--- config.mk ---
export PLATFORM = sky130hd
export DESIGN_NAME = spi_cmd_sequencer
export DESIGN_NICKNAME = d
export VERILOG_FILES = /design/src/rtl/spi_seq_pkg.sv /design/src/rtl/sync_fifo.sv /design/src/rtl/spi_cmd_sequencer.sv
export SDC_FILE = /design/constraint.sdc
export NUM_CORES = 1
export LEC_CHECK = 0
export CAP_MARGIN = 10
export CELL_PAD_IN_SITES_DETAIL_PLACEMENT = 1
export CELL_PAD_IN_SITES_GLOBAL_PLACEMENT = 1
export CORE_UTILIZATION = 48
export CTS_BUF_LIST = sky130_fd_sc_hd__clkbuf_8
export DETAILED_ROUTE_END_ITERATION = 8
export PLACE_DENSITY_LB_ADDON = 0.1
export SKIP_CTS_REPAIR_TIMING = 1
export SYNTH_ARGS = -nofsm -noshare
export SYNTH_HDL_FRONTEND = slang
export SYNTH_SLANG_ARGS = --single-unit
--- constraint.sdc ---
create_clock -name clk -period 3.3 [get_ports clk]
set_clock_uncertainty 0.05 [all_clocks]
set_input_delay 0.33 -clock clk [delete_from_list [all_inputs] [get_ports clk]]
set_output_delay 0.33 -clock clk [all_outputs]
set_load 0.01 [all_outputs]
--- src/rtl/spi_seq_pkg.sv ---
// Shared constants and the sequencer state type for the SPI command path.
package spi_seq_pkg;

    localparam int unsigned SPI_WORD_W         = 24;
    localparam int unsigned DEF_TIMEOUT_CYCLES = 4096;
    localparam int unsigned DEF_GAP_CYCLES     = 4;

    typedef enum logic [1:0] {
        IDLE,
        START,
        WAIT_END,
        GAP
    } seq_state_t;

endpackage

--- src/rtl/sync_fifo.sv ---
// Single-clock first-word-fall-through FIFO with occupancy count.
module sync_fifo #(
    parameter int unsigned WIDTH = 24,
    parameter int unsigned DEPTH = 8
) (
    input  logic                     clk,
    input  logic                     reset_in,
    input  logic                     push,
    input  logic [WIDTH-1:0]         push_data,
    input  logic                     pop,
    output logic [WIDTH-1:0]         pop_data,
    output logic                     full,
    output logic                     empty,
    output logic [$clog2(DEPTH):0]   level
);

    localparam int unsigned AW = $clog2(DEPTH);
    localparam int unsigned LW = AW + 1;

    logic [WIDTH-1:0] mem [DEPTH];
    logic [AW-1:0]    wr_ptr;
    logic [AW-1:0]    rd_ptr;
    logic [LW-1:0]    count;
    logic             do_push;
    logic             do_pop;

    always_comb begin
        full     = (count == LW'(DEPTH));
        empty    = (count == '0);
        level    = count;
        do_push  = push && !full;
        do_pop   = pop && !empty;
        pop_data = empty ? '0 : mem[rd_ptr];
    end

    always_ff @(posedge clk) begin
        if (reset_in) begin
            wr_ptr <= '0;
            rd_ptr <= '0;
            count  <= '0;
        end else begin
            if (do_push) wr_ptr <= wr_ptr + AW'(1);
            if (do_pop)  rd_ptr <= rd_ptr + AW'(1);
            unique case ({do_push, do_pop})
                2'b10:   count <= count + LW'(1);
                2'b01:   count <= count - LW'(1);
                default: count <= count;
            endcase
        end
    end

    always_ff @(posedge clk) begin
        if (do_push) mem[wr_ptr] <= push_data;
    end

endmodule

--- src/rtl/spi_cmd_sequencer.sv ---
// Queues host SPI words, issues them one at a time to the SPI master and
// collects the received words into a response FIFO.
module spi_cmd_sequencer
    import spi_seq_pkg::*;
#(
    parameter int unsigned CMD_DEPTH      = 8,
    parameter int unsigned RSP_DEPTH      = 8,
    parameter int unsigned GAP_CYCLES     = DEF_GAP_CYCLES,
    parameter int unsigned TIMEOUT_CYCLES = DEF_TIMEOUT_CYCLES
) (
    input  logic                        clk,
    input  logic                        reset_in,
    input  logic [SPI_WORD_W-1:0]       cmd_data,
    input  logic                        cmd_strobe,
    output logic                        cmd_full,
    output logic [$clog2(CMD_DEPTH):0]  cmd_level,
    output logic                        spi_tx_start,
    output logic [SPI_WORD_W-1:0]       spi_tx_data,
    input  logic                        spi_tx_end,
    input  logic [SPI_WORD_W-1:0]       spi_rx_data,
    output logic [SPI_WORD_W-1:0]       rsp_data,
    output logic                        rsp_empty,
    input  logic                        rsp_read,
    output logic                        busy,
    output logic                        overflow_err,
    output logic                        timeout_err,
    input  logic                        clr_err
);

    localparam int unsigned CNT_MAX = (TIMEOUT_CYCLES > GAP_CYCLES) ? TIMEOUT_CYCLES : GAP_CYCLES;
    localparam int unsigned CNT_W   = $clog2(CNT_MAX) + 1;
    localparam int unsigned RSP_LW  = $clog2(RSP_DEPTH) + 1;

    seq_state_t              state;
    seq_state_t              state_nxt;
    logic [CNT_W-1:0]        cnt;
    logic                    cmd_empty;
    logic                    cmd_pop;
    logic [SPI_WORD_W-1:0]   cmd_head;
    logic                    rsp_full;
    logic [RSP_LW-1:0]       rsp_level;
    logic                    rsp_push;
    logic                    launch;
    logic                    tmo_hit;
    logic                    gap_done;
    logic                    tmo_evt;
    logic                    ovf_evt;

    sync_fifo #(.WIDTH(SPI_WORD_W), .DEPTH(CMD_DEPTH)) u_cmd_fifo (
        .clk       (clk),
        .reset_in  (reset_in),
        .push      (cmd_strobe),
        .push_data (cmd_data),
        .pop       (cmd_pop),
        .pop_data  (cmd_head),
        .full      (cmd_full),
        .empty     (cmd_empty),
        .level     (cmd_level)
    );

    sync_fifo #(.WIDTH(SPI_WORD_W), .DEPTH(RSP_DEPTH)) u_rsp_fifo (
        .clk       (clk),
        .reset_in  (reset_in),
        .push      (rsp_push),
        .push_data (spi_rx_data),
        .pop       (rsp_read),
        .pop_data  (rsp_data),
        .full      (rsp_full),
        .empty     (rsp_empty),
        .level     (rsp_level)
    );

    always_comb begin
        launch   = !cmd_empty && (rsp_level < RSP_LW'(RSP_DEPTH));
        tmo_hit  = (cnt == CNT_W'(TIMEOUT_CYCLES - 1));
        gap_done = (cnt == CNT_W'(GAP_CYCLES - 1));
        ovf_evt  = cmd_strobe && cmd_full;
    end

    always_ff @(posedge clk) begin
        if (reset_in) state <= IDLE;
        else          state <= state_nxt;
    end

    // The last gap cycle launches directly so back-to-back starts land
    // exactly GAP_CYCLES+1 cycles after the preceding end.
    always_comb begin
        state_nxt = state;
        unique case (state)
            IDLE:     if (launch) state_nxt = START;
            START:    state_nxt = WAIT_END;
            WAIT_END: if (spi_tx_end || tmo_hit) state_nxt = GAP;
            GAP:      if (gap_done) state_nxt = launch ? START : IDLE;
            default:  state_nxt = IDLE;
        endcase
    end

    always_comb begin
        spi_tx_start = (state == START);
        cmd_pop      = (state == START);
        busy         = (state != IDLE);
        rsp_push     = (state == WAIT_END) && spi_tx_end && !rsp_full;
        tmo_evt      = (state == WAIT_END) && !spi_tx_end && tmo_hit;
    end

    // Shared phase counter: restarts on every state change, idle in IDLE.
    always_ff @(posedge clk) begin
        if (reset_in || state == IDLE || state_nxt != state) cnt <= '0;
        else                                                  cnt <= cnt + CNT_W'(1);
    end

    always_ff @(posedge clk) begin
        if (reset_in)                spi_tx_data <= '0;
        else if (state_nxt == START) spi_tx_data <= cmd_head;
    end

    always_ff @(posedge clk) begin
        if (reset_in) begin
            overflow_err <= 1'b0;
            timeout_err  <= 1'b0;
        end else begin
            if (ovf_evt)      overflow_err <= 1'b1;
            else if (clr_err) overflow_err <= 1'b0;
            if (tmo_evt)      timeout_err  <= 1'b1;
            else if (clr_err) timeout_err  <= 1'b0;
        end
    end

endmodule

* After elaboration in Yosys (flattened, before gate mapping)
Memories as Yosys holds them, arrays and structs flattened. A register that Yosys moved wholly into a read port is not among the register bits.
Cells that the tools add are included.
** Word-level totals
- Bits in registers :: 37
- Bits in writable memories :: 384
- Output and inout port bits :: 58
- Memories :: 2
** Memories
- u_cmd_fifo.mem :: words 8, bits a word 24, read ports 1, clocked after memory_dff 1, wr ports 1, line sync_fifo.sv:20 : logic [WIDTH-1:0] mem [DEPTH];
- u_rsp_fifo.mem :: words 8, bits a word 24, read ports 1, clocked after memory_dff 1, wr ports 1, line sync_fifo.sv:20
** Cells by class
- Add/subtract/negate cells :: 9
- $lt $le $gt $ge :: 1
- Equality and inequality tests :: 13
- Mux-type cells :: 17
- Reduce and logical (&&, ||, !) cells :: 26
** Operators with widths (number)
- 2-to-1 mux 24 bit :: 1
- case mux 4 bit (2 select lines) :: 2
- adder 13 x 1 -> 13 bit (second input constant) :: 1
- equality test 13 x 12 -> 1 bit (second input constant) :: 1
- equality test 13 x 2 -> 1 bit (second input constant) :: 1
- adder 3 x 1 -> 3 bit (second input constant) :: 4
- logical AND 1 bit :: 10
- nonzero test 2 bit :: 5
- adder 4 x 1 -> 4 bit (second input constant) :: 2
- equality test 2 x 1 -> 1 bit (second input constant) :: 4
- equality test 2 bit (second input constant) :: 4
- equality test 4 bit (second input constant) :: 2
- zero test 4 bit :: 2
- 2-to-1 mux 1 bit :: 8
- case mux 2 bit (4 select lines) :: 1
- subtractor 4 x 1 -> 4 bit (second input constant) :: 2
- 2-to-1 mux 2 bit :: 3
- 2-to-1 mux 3 bit :: 2
- zero test 1 bit :: 5
- < comparator 4 bit (second input constant) :: 1
- logical OR 1 bit :: 3
- zero test 2 bit :: 1
- inequality test 2 bit :: 1

* Depth between registers and ports, before layout
- Word-level depth :: 8
- Gate-level depth with buffers :: 10
- Depth with buffers taken out :: 10

* Cells and area by module
A second synthesis with hierarchy kept.
** Second synthesis, totals
- Cell total of the unflattened synthesis :: 951
- Area, all modules :: 17785.8 µm²
** Modules (own cells, without submodules)
- sync_fifo at u_cmd_fifo :: times used 1, cells each 377, area each 7983.9 µm²
- sync_fifo at u_rsp_fifo :: times used 1, cells each 377, area each 7963.9 µm²
- spi_cmd_sequencer :: times used 1, cells each 197, area each 1838.0 µm²

* Worst setup path after synthesis
OpenSTA, ideal clock, no wires.
- Kind :: register -> register
- Start point :: reg u_rsp_fifo.count[0], in the netlist u_rsp_fifo.level[0]
- End point :: mem u_rsp_fifo.mem[2][0], enable pin
- Library setup time :: 0.440 ns
- Data arrival time :: 2.805 ns
- Path slack :: 0.004 ns
- Cell stages (with the launch flop) :: 4
- Buffers on the path :: 0
- Period minus slack after synthesis :: 3.296 ns
- Cell sequence :: dfxtp_1 nor4b_1 or3_1 nor3b_1
** On the way
- Cells in the longest elaborated chain, start to end :: 6
** RTL lines
- from (decl) :: line sync_fifo.sv:23 : logic [LW-1:0] count;
- from (signal assigned) :: line sync_fifo.sv:45 : 2'b10: count <= count + LW'(1);
- from (signal assigned) :: line sync_fifo.sv:46 : 2'b01: count <= count - LW'(1);
- from (signal assigned) :: line sync_fifo.sv:47 : default: count <= count;
- equality test 4 bit * :: line sync_fifo.sv:28 : full = (count == LW'(DEPTH));
- zero test 1 bit * :: line sync_fifo.sv:31, spi_cmd_sequencer.sv:102
- logical AND 1 bit :: line spi_cmd_sequencer.sv:102 : rsp_push = (state == WAIT_END) && spi_tx_end && !rsp_full;
- logical AND 1 bit * :: line sync_fifo.sv:31 : do_push = push && !full;
- 2-to-1 mux 1 bit * :: line sync_fifo.sv:53 : if (do_push) mem[wr_ptr] <= push_data;
- 2-to-1 mux 1 bit (implied by the code) * :: line sync_fifo.sv:53
- to (decl) :: line sync_fifo.sv:20
Every way passes the cells marked *; elsewhere a longest branch is shown, timed or not.

==> summary.md <==
| Metric | Value |
|---|---|
| Status | finished, violations left |
| Failing checks | design-rule violations |
| Via Count | roughly 9000 |
| Chip width | ~190 um |
| GRT overflow | 0 |
| Yosys reg bits | ~450 |
| Final min period | around 3 ns |
| CTS buffer count | 73 |
| CP Cell Sequence | buf_12, mux4_2, mux2i_1, nor2_1, clkdlybuf4s50_1 |
| Most used DFF post-synth | edfxtp_1 |
| Psw | 3.72 mW |
| WL/cell | 22.7 um |
| Pwr/cell area | 675 nW/um2 |
| CP max stage cell | mux4_2 |
| Share of layout cells above drive strength 1 | 0.223 |
| Io pins | about 110 |
| Worst setup path category | flip-flop to primary output |
| Design area | ~21000 um2 |
| Gr usage total | 0.203 |
| Worst EP required | around 3 ns |
| First-pass GRT wire length | between 50 and 60 mm |
| Vias in the first global route | 9856 |
| Port buffer count | roughly 110 |
| RSZ-0062 raised after global routing | no |
| # clock sinks | 448 |
| Post-route ant nets | 0 |
| Synth area leaders | edfxtp_1 (66%), mux4_2 (12%), dfxtp_1 (7.3%), mux2i_1 (3.0%), nor2_1 (1.7%) |
| Clk Latency, worst-skew pair | between 0.6 and 0.7 ns |
| Starting Density | 0.491 |
| YS warnings | 0 |
| Path category of the worst min-delay check | input pin to flip-flop |
| Worst path bufs/invs | 2 |
| Post-placement cell count | 1487 |
| Clock transition at path regs | approximately 0.060 ns |
| CTS root buf | clkbuf_8 |
| Max cap viols | 0 |
| Pre-CTS WS | 0.358 ns |
| CTS tree | built |
| Total internal power | roughly 10 mW |
| Final core occ | 0.581 |
| Core footprint | ~36000 um2 |
| Filler cells | around 3200 |
| CTS max path bufs | 3 |
| Final period util | 0.931 |
| Switching Share | 0.266 |
| Synthesized area | between 15000 and 20000 um2 |
| Area of the multi-input gates | around 4500 um2 |
| Slew of the pin with the lowest slew margin | roughly 0.77 ns |
| DRC viols | 6 |
| CP max FO | 32 |
| CP delay by family, top | buffers and inverters |
| Dpl hpwl | about 22 mm |
| Setup_tns | 0 ns |
| Final Wtd Congestion | around 0.69 |
| Critical Path End Type | primary output |
| Slew HR | 0.486 |
| Clock share of power | 0.333 |
| Worst Slack Setup Final | 0.228 ns |
| Register area share after synthesis | 0.730 |
| Register area | approximately 13000 um2 |
| Htree depth | 3 |
| Post-DP Area | 19300 um2 |
| Die H | a little under 200 um |
| Synth unique cells | 50 |
| Logic gate share of total power | 0.189 |
| Peak VDD IR | 409 uV |
| Initial antenna violation count | 3 |
| Worst path max stage delay | between 0.5 and 0.6 ns |
| Hold slack | around 0.22 ns |
| Post-synth EDFFs | 384 |
| Routed wire length | ~37 mm |
| Total Power | around 14 mW |
| Synth area leader | edfxtp_1 |
| Max Fclk | approximately 330 MHz |
| Final setup viols | 0 |
| Critical path arrival | about 2.7 ns |
| Layout net count | between 1000 and 1500 |
| # rows | 69 |
| Starting DRT DRC Count | between 300 and 400 |
| Sequential share of power | 0.478 |
| Mean Syn Cell Area | 18.9 um2 |
| Non-Filler Instances | between 1500 and 2000 |
| Pre-Repair DR Iteration Count | 8 |
| Syn nets | 996 |
| Leakage power | between 6 and 7 nW |
| Nature of the critical path startpoint | flip-flop |
| Die ar. | around 37000 um2 |
| Syn Inst Count | between 900 and 1000 |
| Top-area cell type share of the netlist area | 0.657 |
| Area Overhead vs Synth | 18.3% |
| Final hold vios | 0 |
| Max-slew violation count | 0 |
| Synth async-reset ratio | 0 |
| Drt via density | 5.54 |
| Largest net degree at the start of global routing | 49 |
[metal layers]
metal | up-vias | GRT usage | routed length (um)
li1 | 4066 | - | -
met1 | 4656 | 0.249 | 15200
met2 | 194 | 0.357 | 19100
met3 | 46 | 0.0476 | 1940
met4 | 4 | 0.0622 | 551
met5 | - | 0 | 24
[power by group through the flow]
stage	clock network, mW	registers [mW]	logic (mW)
after CTS	4.81	6.70	2.71
after global routing	5.04	6.73	2.87
final	4.67	6.69	2.64
after global placement	0	6.80	2.64
after floorplan	0	6.76	1.57
after detailed placement	0	6.81	2.70
[worst reg2reg max path: cells and delay by family, from the launching register on]
family	cells	cell delay [ns]
adder cells (fa/ha/maj)	2	0.47
flip-flops	1	0.38
multiplexers	2	0.57
buffers and inverters	1	0.09
AND/OR/NAND/NOR	2	0.79
AO/OA/AOI/OAI	2	0.34
[state kept, by name, indices dropped and copies added, names as in the netlist, named ones only]
register           flops
timeout_err            1
u_rsp_fifo.mem       192
u_rsp_fifo.rd_ptr      3
u_cmd_fifo.rd_ptr      3
u_cmd_fifo.mem       192
u_cmd_fifo.wr_ptr      3
state                  2
u_cmd_fifo.level       4
u_rsp_fifo.level       4
spi_tx_data           24
u_rsp_fifo.wr_ptr      3
overflow_err           1
cnt                   13
[cell families (layout without fill, tap and decap cells)]
| logic type | count (synthesis) | after routing | synth area share |
|---|---|---|---|
| compound gates | 69 | 69 | 0.0273 |
| xor+xnor | 21 | 21 | 0.0105 |
| fa+ha+maj | 13 | 13 | 0.0101 |
| buf+inv | 65 | 292 | 0.0202 |
| flops | 448 | 448 | 0.730 |
| mux | 151 | 151 | 0.155 |
| other cells | 0 | 1 | 0 |
| simple gates | 162 | 162 | 0.0472 |
[layout by cell type (no fill, tap or decap), types with 13 or more instances in the layout]
master,instances
edfxtp_1,384
clkdlybuf4s50_1,110
mux4_2,96
clkbuf_8,81
nor2_1,70
dfxtp_1,59
mux2i_1,53
inv_1,40
buf_4,35
nor2b_1,31
o41ai_1,25
o21ai_0,13
xnor2_1,13
[layout make-up]
type	instances	share of cell area
clock buffers	81	0.0537
flip-flops and latches	448	0.618
multi-input cells	416	0.215
diodes	1	0.000121
inverters	13	0.00235
well taps	461	0.0278
clock inverters	49	0.0146
repair buffers	149	0.0688
[synthesized netlist by cell type (2+ instances only)]
master	count
nor3b_1	6
xor2_1	8
o21ai_0	13
nor3_1	7
buf_6	7
nor4_1	3
buf_2	12
buf_4	7
nor4_2	2
edfxtp_1	384
o41ai_1	25
ha_1	11
mux4_2	96
xnor2_1	13
o21ai_1	12
fa_1	2
nand3_1	9
nand2b_1	2
clkbuf_1	18
dfxtp_1	64
a21oi_1	9
nor2b_1	31
inv_1	13
mux2i_1	53
nand3b_1	2
mux2_2	2
nand2_1	10
buf_1	7
a21o_1	2
nor2_1	78
nand4_1	2
[final timing paths]
check / startpoint / end / slack, ns / depth (start not counted)
worst min register to register: cnt[0] / cnt[0] / 0.42 / 1
worst min-delay path: reset_in / u_cmd_fifo.level[2] / 0.22 / 3
worst max register to register: u_rsp_fifo.level[0] / u_rsp_fifo.level[3] / 0.49 / 9
worst max-delay path: flip-flop / rsp_data[2] / 0.23 / 5
No activity file was read; power rests on OpenSTA's default activity.
